## config.mk

```make
export PLATFORM = sky130hd
export DESIGN_NAME = decoder_seq
export DESIGN_NICKNAME = d
export VERILOG_FILES = /design/src/rtl/decoder_seq.sv
export SDC_FILE = /design/constraint.sdc
export NUM_CORES = 1
export LEC_CHECK = 0
export ABC_AREA = 0
export ABC_CLOCK_PERIOD_IN_PS = 4000
export CORE_AREA = 2 2 39 41
export DETAILED_ROUTE_END_ITERATION = 10
export DIE_AREA = 0 0 41 43
export GPL_ROUTABILITY_DRIVEN = 1
export HOLD_SLACK_MARGIN = 0.15
export PLACE_DENSITY = 0.8
export RECOVER_POWER = 100
export SYNTH_ARGS = -nofsm -noshare
export SYNTH_HDL_FRONTEND = slang
export SYNTH_SLANG_ARGS = --single-unit
```

## constraint.sdc

```tcl
create_clock -name clk -period 4 [get_ports clk]
set_input_delay 0.6 -clock clk [delete_from_list [all_inputs] [get_ports clk]]
set_output_delay 0.6 -clock clk [all_outputs]
set_load 0.05 [all_outputs]
```

## src/rtl/decoder_seq.sv

```systemverilog
// decoder_seq: registered binary-to-one-hot decoder with valid/ready input, pulse or hold output.
// Define DECODER_SEQ_ERRCNT_EN to add the saturating 8-bit ErrCnt output.
module decoder_seq #(
    parameter int SEL_W     = 2,
    parameter int NUM_OUT   = 4,
    parameter int MODE      = 0,
    parameter int PULSE_LEN = 1
) (
    input  logic               clk,
    input  logic               rst_n,
    input  logic [SEL_W-1:0]   Din,
    input  logic               Enable,
    input  logic               Clear,
    output logic               Ready,
    output logic [NUM_OUT-1:0] Dout,
    output logic               Busy,
`ifdef DECODER_SEQ_ERRCNT_EN
    output logic [7:0]         ErrCnt,
`endif
    output logic               Err
);
    typedef enum logic {IDLE, ACTIVE} state_t;
    state_t             state_q, state_d;
    logic [NUM_OUT-1:0] dout_q, dout_d;
    logic [7:0]         cnt_q, cnt_d;
    logic               err_q, err_d;
    logic               last, accept, in_range, pulsing;
    assign last     = cnt_q == 8'(PULSE_LEN - 1);
    assign pulsing  = MODE == 0 && state_q == ACTIVE;
    // Ready depends on state only; the last strobe cycle reopens for back-to-back codes.
    assign Ready    = MODE != 0 || state_q == IDLE || last;
    assign accept   = Enable && Ready;
    assign in_range = int'(Din) < NUM_OUT;
    always_comb begin
        state_d = state_q;
        dout_d  = dout_q;
        cnt_d   = cnt_q;
        err_d   = 1'b0;
        if (accept) begin
            state_d = in_range ? ACTIVE : IDLE;
            dout_d  = in_range ? NUM_OUT'(1) << Din : '0;
            err_d   = !in_range;
            cnt_d   = '0;
        end else if (Clear || (pulsing && last)) begin
            state_d = IDLE;
            dout_d  = '0;
            cnt_d   = '0;
        end else if (pulsing) begin
            cnt_d = cnt_q + 8'd1;
        end
    end
    always_ff @(posedge clk) begin
        if (!rst_n) begin
            state_q <= IDLE;
            dout_q  <= '0;
            cnt_q   <= '0;
            err_q   <= 1'b0;
        end else begin
            state_q <= state_d;
            dout_q  <= dout_d;
            cnt_q   <= cnt_d;
            err_q   <= err_d;
        end
    end
    assign Dout = dout_q;
    assign Err  = err_q;
    assign Busy = state_q == ACTIVE;
`ifdef DECODER_SEQ_ERRCNT_EN
    logic [7:0] errcnt_q, errcnt_d;
    assign errcnt_d = (accept && !in_range && errcnt_q != 8'hFF) ? errcnt_q + 8'd1 : errcnt_q;
    always_ff @(posedge clk) begin
        if (!rst_n) errcnt_q <= '0;
        else        errcnt_q <= errcnt_d;
    end
    assign ErrCnt = errcnt_q;
`endif
endmodule

```

Word level (Yosys, flattened, before mapping)

Cells that the tools add are included.

Bits of input ports: 6
Output and inout bits: 7
Register bits after elaboration: 13
Logic and storage cells: 18

Muxes and demuxes: 4
Bitwise logic cells: 2
Reductions and logical operators: 7
Shift operators: 1
$add $sub $neg: 1

Operators with widths:

| kind                                             | number |
|---|---|
| adder 8 x 1 -> 8 bit (second input constant)     | 1 |
| logical NOT 8 bit                                | 1 |
| 2-to-1 mux 4 bit                                 | 2 |
| << shifter 1 x 2 -> 4 bit (first input constant) | 1 |
| OR reduction 3 bit                               | 1 |
| logical AND 1 bit                                | 2 |
| logical OR 1 bit                                 | 2 |
| 2-to-1 mux 1 bit                                 | 2 |
| NOT 1 bit                                        | 2 |
| nonzero test 2 bit                               | 1 |

Longest topological paths before layout

Gate-level depths: netlist (run 1).

Depth after elaboration: 5
Mapped depth: 6
Mapped depth without buffers: 5

Least setup slack after synthesis (run 1)

OpenSTA, ideal clock, no wires.

Path kind: flip-flop to output port
Start point: register cnt_q[0]
End point: output Ready
Cell stages (with the launch flop): 6
Data required time: 3.400 ns
Slack: 1.708 ns
Path buffers: 0
Data arrival time: 1.692 ns
Cell sequence: dfxtp_1 -> inv_1 -> ha_1 -> or4b_4 -> o41a_4 -> inv_1

Word-level cells in the longest chain between the ends: 2

RTL lines:

| what                   | RTL line | source |
|---|---|---|
| from (decl)            | 25       | `logic [7:0] cnt_q, cnt_d;` |
| from (signal assigned) | 61       | `cnt_q <= cnt_d;` |
| logical NOT 8 bit      | 28       | `assign last = cnt_q == 8'(PULSE_LEN - 1);` |
| logical OR 1 bit       | 31       | `assign Ready = MODE != 0 \|\| state_q == IDLE \|\| last;` |
| to (decl)              | 14       | `output logic Ready,` |

Every way passes these cells.

Final worst setup path (run 1)

Same ends and word-level chain as after synthesis.

==> tab_implementation.tex, run 1 <==
\begin{tabular}{lr}
\hline
Metric & Value \\
\hline
\multicolumn{2}{l}{\textbf{Global routing}} \\
\quad Global-route wire length before repair & 2.10 mm \\
\quad Maximum number of pins on one net before global-route repair & 13 \\
\quad Via count of the first global-routing pass & 518 \\
\quad Final global-route overflow total & 0 \\
\quad Global routing usage summed across all routing layers & 17.5\% \\
\quad Number of antenna violations at the first check in global routing & 0 \\
\multicolumn{2}{l}{\textbf{Yosys}} \\
\quad Area contributors post-synth & dfxtp\_1 (42\%), nand4\_1 (5.0\%), inv\_1 (4.2\%) \\
\quad Distinct cell type count after synthesis & 25 \\
\quad Synthesis warning total & 0 \\
\quad Instance count of the mapped netlist & 70 \\
\quad Number of flip-flops and latches in the synthesized netlist & 13 \\
\quad Most instantiated flip-flop cell in the synthesis netlist & dfxtp\_1 \\
\quad Syn Area/Cell & 8.94 um\^{}2 \\
\quad Async set or reset register ratio after synthesis & 0\% \\
\quad Post-synth EDFFs & 0 \\
\quad Synthesized net count & 78 \\
\quad Sequential share of the synthesized area & 41.6\% \\
\quad Summed instance area of the synthesized netlist & 626 um\^{}2 \\
\quad Fraction of post-synthesis cell area in the top cell type by area & 41.6\% \\
\quad Post-synth top area cell & dfxtp\_1 \\
\multicolumn{2}{l}{\textbf{Clock network}} \\
\quad Number of instances resized during post-cts repair & 0 \\
\quad Register clock-pin slew on the reported worst setup and hold paths & 0.08 ns \\
\quad Clk buf depth & 2 \\
\quad Number of sinks driven by the clock tree & 13 \\
\quad Clock tree root driver cell & clkbuf\_4 \\
\quad Post-CTS Hold Buffers & 0 \\
\quad TritonCTS clock tree & done \\
\quad Latest clock arrival within the worst-skew pair & 0.28 ns \\
\quad Maximum level of the CTS H-tree & 1 \\
\quad Total setup buffers inserted after CTS & 0 \\
\quad Num CTS Buffers & 3 \\
\multicolumn{2}{l}{\textbf{Run status}} \\
\quad Run status & finished, final reports clean \\
\multicolumn{2}{l}{\textbf{Critical path}} \\
\quad Startpoint type of the worst setup path & register \\
\quad Required time reported for the critical path endpoint & 3.40 ns \\
\quad Arrival @ worst endpoint & 2.70 ns \\
\quad Crit. End Element & output pin \\
\quad Worst-path maximum fanout & 6 \\
\quad Worst setup path class & reg -> out \\
\multicolumn{2}{l}{\textbf{Floorplan}} \\
\quad Die footprint & 1760 um\^{}2 \\
\quad Effective utilization at floorplan & 45.2\% \\
\quad Width of the die & 41 um \\
\quad Top Ports & 13 \\
\quad Vert. Die Dim & 43 um \\
\quad Num rows & 14 \\
\quad Core Region & 1380 um\^{}2 \\
\multicolumn{2}{l}{\textbf{Final layout}} \\
\quad Fraction of final layout cells sized beyond drive strength 1 & 4.88\% \\
\quad Antenna diodes & 0 \\
\quad Top library cells by usage in the layout, fill and taps aside & dfxtp\_1 (13), inv\_1 (7), dlygate4sd3\_1 (6) \\
\quad Layout Cells excl Fill & 98 \\
\quad Number of nets in the layout & 91 \\
\quad Most frequent standard cell in the layout excluding fill and tap cells & dfxtp\_1 \\
\quad Area growth, synth to finish & 20.0\% \\
\quad Fill count & 140 \\
\quad Final instance area & 751 um\^{}2 \\
\quad Fraction of the core area covered by cells at the end of the flow & 54.2\% \\
\multicolumn{2}{l}{\textbf{Routing}} \\
\quad DRC violations left & 0 \\
\quad Count of routing violations after the opening detailed-route iteration & 3 \\
\quad DR vias & 519 \\
\quad Drt first pass iters & 4 \\
\quad Antenna viol nets, final & 0 \\
\quad Metal2 WL & 514 um \\
\quad Met3 wirelength from detailed routing & 21 um \\
\quad Max layer used & met4 \\
\quad Wl on met1 & 556 um \\
\quad Aggregate routed wire length & 1.14 mm \\
\quad Wirelength per Cell & 11.6 um \\
\quad Vias per cell & 5.30 \\
\multicolumn{2}{l}{\textbf{STA}} \\
\quad Max Slew Vio Count & 0 \\
\quad Number of setup violations in the final report & 0 \\
\quad Min Tclk post-route & 3.30 ns \\
\quad Slew at the pin closest to its max-slew limit & 0.889 ns \\
\quad Sum Neg Setup Slack & 0 ns \\
\quad Unrepaired setup endpoints after global routing & false \\
\quad Number of hold violations in the final report & 0 \\
\quad Post-route fraction of the period consumed by the critical path & 82.5\% \\
\quad Highest attainable clock frequency & 0.303 GHz \\
\quad Relative slew slack & 40.5\% \\
\quad Worst clock skew & 0.00568 ns \\
\multicolumn{2}{l}{\textbf{Place}} \\
\quad Number of cells in the design after placement & 94 \\
\quad Total cell area at the placement stage & 738 um\^{}2 \\
\quad GP Congestion & 0.808 \\
\quad Port Buffers & 11 \\
\quad Estimated wirelength of the detail-placed design & 845 um \\
\multicolumn{2}{l}{\textbf{Power and ir drop}} \\
\quad Cell area power density & 324 nW/um\^{}2 \\
\quad Leakage dissipation & 0.265 nW \\
\quad Worst vdd rail ir drop & 0.000250 V \\
\multicolumn{2}{l}{\textbf{Run}} \\
\quad Maximum capacitance violations & 0 \\
\multicolumn{2}{l}{\textbf{Hold path}} \\
\quad Tightest Hold Check Type & reg -> reg \\
\hline
\end{tabular}
-- per-stage QoR --
step	power (mW)	hold WS (ns)	setup slack, ns
floorplan	0.156	0.458	1.71
global placement	0.165	0.464	1.16
detailed placement	0.166	0.468	1.13
CTS	0.246	0.481	0.817
global route	0.253	0.511	0.596
finish	0.243	0.473	0.701
-- registers in the layout, indices dropped and copies added (netlist names) --
name and cells:
Busy 1, Dout 4, cnt_q 8
-- synth_stat cells, drive strengths merged, types with 2 or more instances --
library cell  number
nand2              4
nand3              2
buf                3
dfxtp             13
or4b               2
nor2b              3
a21oi              3
nor2               5
o21ai              3
inv                7
or3                3
xor2               3
nand4              5
o22ai              4
ha                 2
-- cells by family (layout without fill, tap and decap cells) --
family / count (synthesis) / after routing / synth area share (%)
adders and majority gates: 2 / 2 / 4.00
muxes: 2 / 2 / 4.00
DFF: 13 / 13 / 41.6
buffers and inverters: 10 / 22 / 7.00
other: 1 / 1 / 0.599
xor gates and xnor gates: 4 / 4 / 5.60
and+or+nand+nor: 26 / 26 / 23.8
AOI/OAI and AO/OA: 12 / 12 / 13.4
-- routing by layer --
layer	vias to the layer above	GRT usage (%)
met3	4	3.14
met4	0	12.0
met5	-	0
met2	6	24.4
met1	241	23.6
li1	268	-
-- area by class of cell --
type | count | area [um^2] | area share, %
Timing Repair Buffer | 11 | 110 | 14.7
Inverter | 7 | 26.3 | 3.50
Clock buffer | 4 | 26.3 | 3.50
Tap cell | 16 | 20.0 | 2.67
Sequential cell | 13 | 260 | 34.7
Multi-Input combinational cell | 47 | 308 | 41.0
-- worst max-delay path, cell delays in order, from the launching register on --
cell and delay (ns):
dfxtp_1 0.37, inv_1 0.08, ha_1 0.13, or4b_1 0.45
o41a_1 0.44, inv_1 0.09, dlygate4sd3_1 0.87
-- final timing paths --
check | from | end | slack (ns) | cells past startpoint
max | cnt_q[0] | Ready | 0.70 | 6
min | Dout[3] | Dout[3] | 0.47 | 2
max reg2reg | cnt_q[0] | Dout[1] | 1.95 | 5
min reg2reg | Dout[3] | Dout[3] | 0.47 | 2
-- power breakdown --
group / total [mW] / internal, mW / switching (mW)
Sequential: 0.134 / 0.131 / 0.00247
Clock: 0.0813 / 0.0387 / 0.0426
Combinational: 0.0277 / 0.0115 / 0.0163
Power figures use the tool's default switching activity.
==> run 2: changes to the inputs <==
--- a/config.mk
+++ b/config.mk
@@ -6,10 +6,10 @@
 export NUM_CORES = 1
 export LEC_CHECK = 0
 export ABC_AREA = 0
-export ABC_CLOCK_PERIOD_IN_PS = 4000
-export CORE_AREA = 2 2 39 41
+export ABC_CLOCK_PERIOD_IN_PS = 3100
+export CORE_MARGIN = 2
+export CORE_UTILIZATION = 47
 export DETAILED_ROUTE_END_ITERATION = 10
-export DIE_AREA = 0 0 41 43
 export GPL_ROUTABILITY_DRIVEN = 1
 export HOLD_SLACK_MARGIN = 0.15
 export PLACE_DENSITY = 0.8
==> constraint.sdc (replaced) <==
create_clock -name clk -period 3.1 [get_ports clk]
set_input_delay 0.465 -clock clk [delete_from_list [all_inputs] [get_ports clk]]
set_output_delay 0.465 -clock clk [all_outputs]
set_load 0.05 [all_outputs]
==> tab_implementation.tex, run 2 (synthesis results as in run 1) <==
\begin{tabular}{lr}
\hline
Metric & Value \\
\hline
\multicolumn{2}{l}{\textbf{Clock network}} \\
\quad Number of sinks driven by the clock tree & 13 \\
\quad Clock tree root driver cell & clkbuf\_4 \\
\quad Register clock-pin slew on the reported worst setup and hold paths & 0.08 ns \\
\quad Post-CTS Hold Buffers & 0 \\
\quad Latest clock arrival within the worst-skew pair & 0.27 ns \\
\quad TritonCTS clock tree & done \\
\quad Num CTS Buffers & 3 \\
\quad Maximum level of the CTS H-tree & 1 \\
\quad Clk buf depth & 2 \\
\multicolumn{2}{l}{\textbf{Routing}} \\
\quad Wirelength per Cell & 11.2 um \\
\quad Antenna viol nets, final & 0 \\
\quad Vias per cell & 5.29 \\
\quad Drt first pass iters & 4 \\
\quad Aggregate routed wire length & 1.09 mm \\
\quad DR vias & 513 \\
\quad Count of routing violations after the opening detailed-route iteration & 9 \\
\quad DRC violations left & 0 \\
\multicolumn{2}{l}{\textbf{Floorplan}} \\
\quad Core Region & 1270 um\^{}2 \\
\quad Die footprint & 1640 um\^{}2 \\
\quad Vert. Die Dim & 40.5 um \\
\quad Effective utilization at floorplan & 49.3\% \\
\quad Top Ports & 13 \\
\quad Num rows & 13 \\
\quad Width of the die & 40.5 um \\
\multicolumn{2}{l}{\textbf{Critical path}} \\
\quad Startpoint type of the worst setup path & register \\
\quad Crit. End Element & output pin \\
\quad Startpoint of the lowest-slack register-to-register path & cnt\_q[0] \\
\quad Worst-path maximum fanout & 6 \\
\quad Crit path from & cnt\_q[0] \\
\quad Worst setup path class & reg -> out \\
\quad Arrival @ worst endpoint & 2.29 ns \\
\quad Required time reported for the critical path endpoint & 2.63 ns \\
\multicolumn{2}{l}{\textbf{Global routing}} \\
\quad Via count of the first global-routing pass & 435 \\
\quad Maximum number of pins on one net before global-route repair & 13 \\
\quad Global routing usage summed across all routing layers & 16.2\% \\
\quad Final global-route overflow total & 0 \\
\quad Number of antenna violations at the first check in global routing & 0 \\
\quad Global-route track usage on met3 & 1.67\% \\
\quad Global Route met2 Usage & 25.4\% \\
\quad Global-route wire length before repair & 1.74 mm \\
\quad Layer carrying the most global-route usage & met2 \\
\quad Met1 Use GR & 20.9\% \\
\multicolumn{2}{l}{\textbf{Final layout}} \\
\quad Number of nets in the layout & 91 \\
\quad Fraction of final layout cells sized beyond drive strength 1 & 6.10\% \\
\quad Antenna diodes & 0 \\
\quad Fill count & 122 \\
\quad Fraction of the core area covered by cells at the end of the flow & 58.7\% \\
\quad Top library cells by usage in the layout, fill and taps aside & dfxtp\_1 (13), inv\_1 (7) \\
\quad Area taken by flip-flops and latches & 260 um\^{}2 \\
\quad Number of flip-flops in the largest register & 8 \\
\quad Area taken by multi-input logic gates & 309 um\^{}2 \\
\quad Area growth, synth to finish & 19.0\% \\
\quad Most frequent standard cell in the layout excluding fill and tap cells & dfxtp\_1 \\
\quad Largest register by flop count & cnt\_q \\
\multicolumn{2}{l}{\textbf{Run}} \\
\quad Maximum capacitance violations & 0 \\
\multicolumn{2}{l}{\textbf{STA}} \\
\quad Worst clock skew & 0.00207 ns \\
\quad Number of hold violations in the final report & 0 \\
\quad Max Slew Vio Count & 0 \\
\quad Relative slew slack & 41.3\% \\
\quad Highest attainable clock frequency & 0.362 GHz \\
\quad Number of setup violations in the final report & 0 \\
\quad Sum Neg Setup Slack & 0 ns \\
\quad Slew at the pin closest to its max-slew limit & 0.877 ns \\
\quad Min Tclk post-route & 2.76 ns \\
\quad Hold slack final & 0.476 ns \\
\quad Unrepaired setup endpoints after global routing & false \\
\quad Post-route fraction of the period consumed by the critical path & 89.0\% \\
\multicolumn{2}{l}{\textbf{Power and ir drop}} \\
\quad Worst vdd rail ir drop & 0.000163 V \\
\quad Cell area power density & 418 nW/um\^{}2 \\
\quad Final total power & 0.311 mW \\
\quad Leakage dissipation & 0.275 nW \\
\multicolumn{2}{l}{\textbf{Hold path}} \\
\quad Worst Min Path Start & Dout[3] \\
\quad Tightest Hold Check Type & reg -> reg \\
\multicolumn{2}{l}{\textbf{Place}} \\
\quad GP Congestion & 0.746 \\
\quad Port Buffers & 11 \\
\quad Estimated wirelength of the detail-placed design & 790 um \\
\multicolumn{2}{l}{\textbf{Run status}} \\
\quad Run status & finished, final reports clean \\
\hline
\end{tabular}
run 2: cell count changes in the layout (fill, tap and decap cells not counted):
cell,previous run,this run
dlygate4sd3_1,6,5
o41a_1,1,0
clkbuf_1,1,2
o41a_2,0,1
run 2: worst paths after layout:
kind	to	slack (ns)	cells past startpoint
max	Ready	0.34	6
min	Dout[3]	0.48	2
max reg2reg	Dout[2]	1.03	5
min reg2reg	Dout[3]	0.48	2
run 2: stage by stage:
step                std cells  setup WS [ns]  area (um^2)
global route               97          0.229          744
finish                     97          0.341          744
floorplan                  70          0.943          626
detailed placement         93          0.367          737
global placement           93          0.398          737
CTS                        97         0.0517          763
run 2: what timing repair did:
action                                  in CTS  in global routing
endpoints found under the setup margin       0                  1
resized for setup                            0                  1
buffers inserted                             0                  0
run 2: critical path, cell delays in order (launching register included):
cell,delay [ns]
dfxtp_1,0.37
inv_1,0.08
ha_1,0.13
or4b_1,0.46
o41a_2,0.46
inv_1,0.08
clkbuf_1,0.46
run 2: routing by layer:
layer	up-vias	wire length, um
met2	10	511
met4	0	13
met1	236	523
met5	-	0
met3	2	39
li1	265	-
run 2: power by group:
| group | internal (mW) | total (mW) | switching, mW |
|---|---|---|---|
| Combinational | 0.0147 | 0.0357 | 0.0209 |
| Clock | 0.0499 | 0.103 | 0.0527 |
| Sequential | 0.170 | 0.173 | 0.00309 |
| Total | 0.234 | 0.311 | 0.0767 |
run 2: area by class of cell:
cell class	instances	area share, %
clock buffer	4	3.53
inverter	7	3.53
multi-input combinational	47	41.5
sequential	13	35.0
tap	15	2.52
timing repair buffer	11	13.9
==> run 3: changes to the inputs <==
--- a/config.mk
+++ b/config.mk
@@ -14,6 +14,7 @@
 export HOLD_SLACK_MARGIN = 0.15
 export PLACE_DENSITY = 0.8
 export RECOVER_POWER = 100
+export SKIP_LAST_GASP = 1
 export SYNTH_ARGS = -nofsm -noshare
 export SYNTH_HDL_FRONTEND = slang
 export SYNTH_SLANG_ARGS = --single-unit
==> results of run 3 <==
Final layout, timing and power as in run 2 (identical DEF).
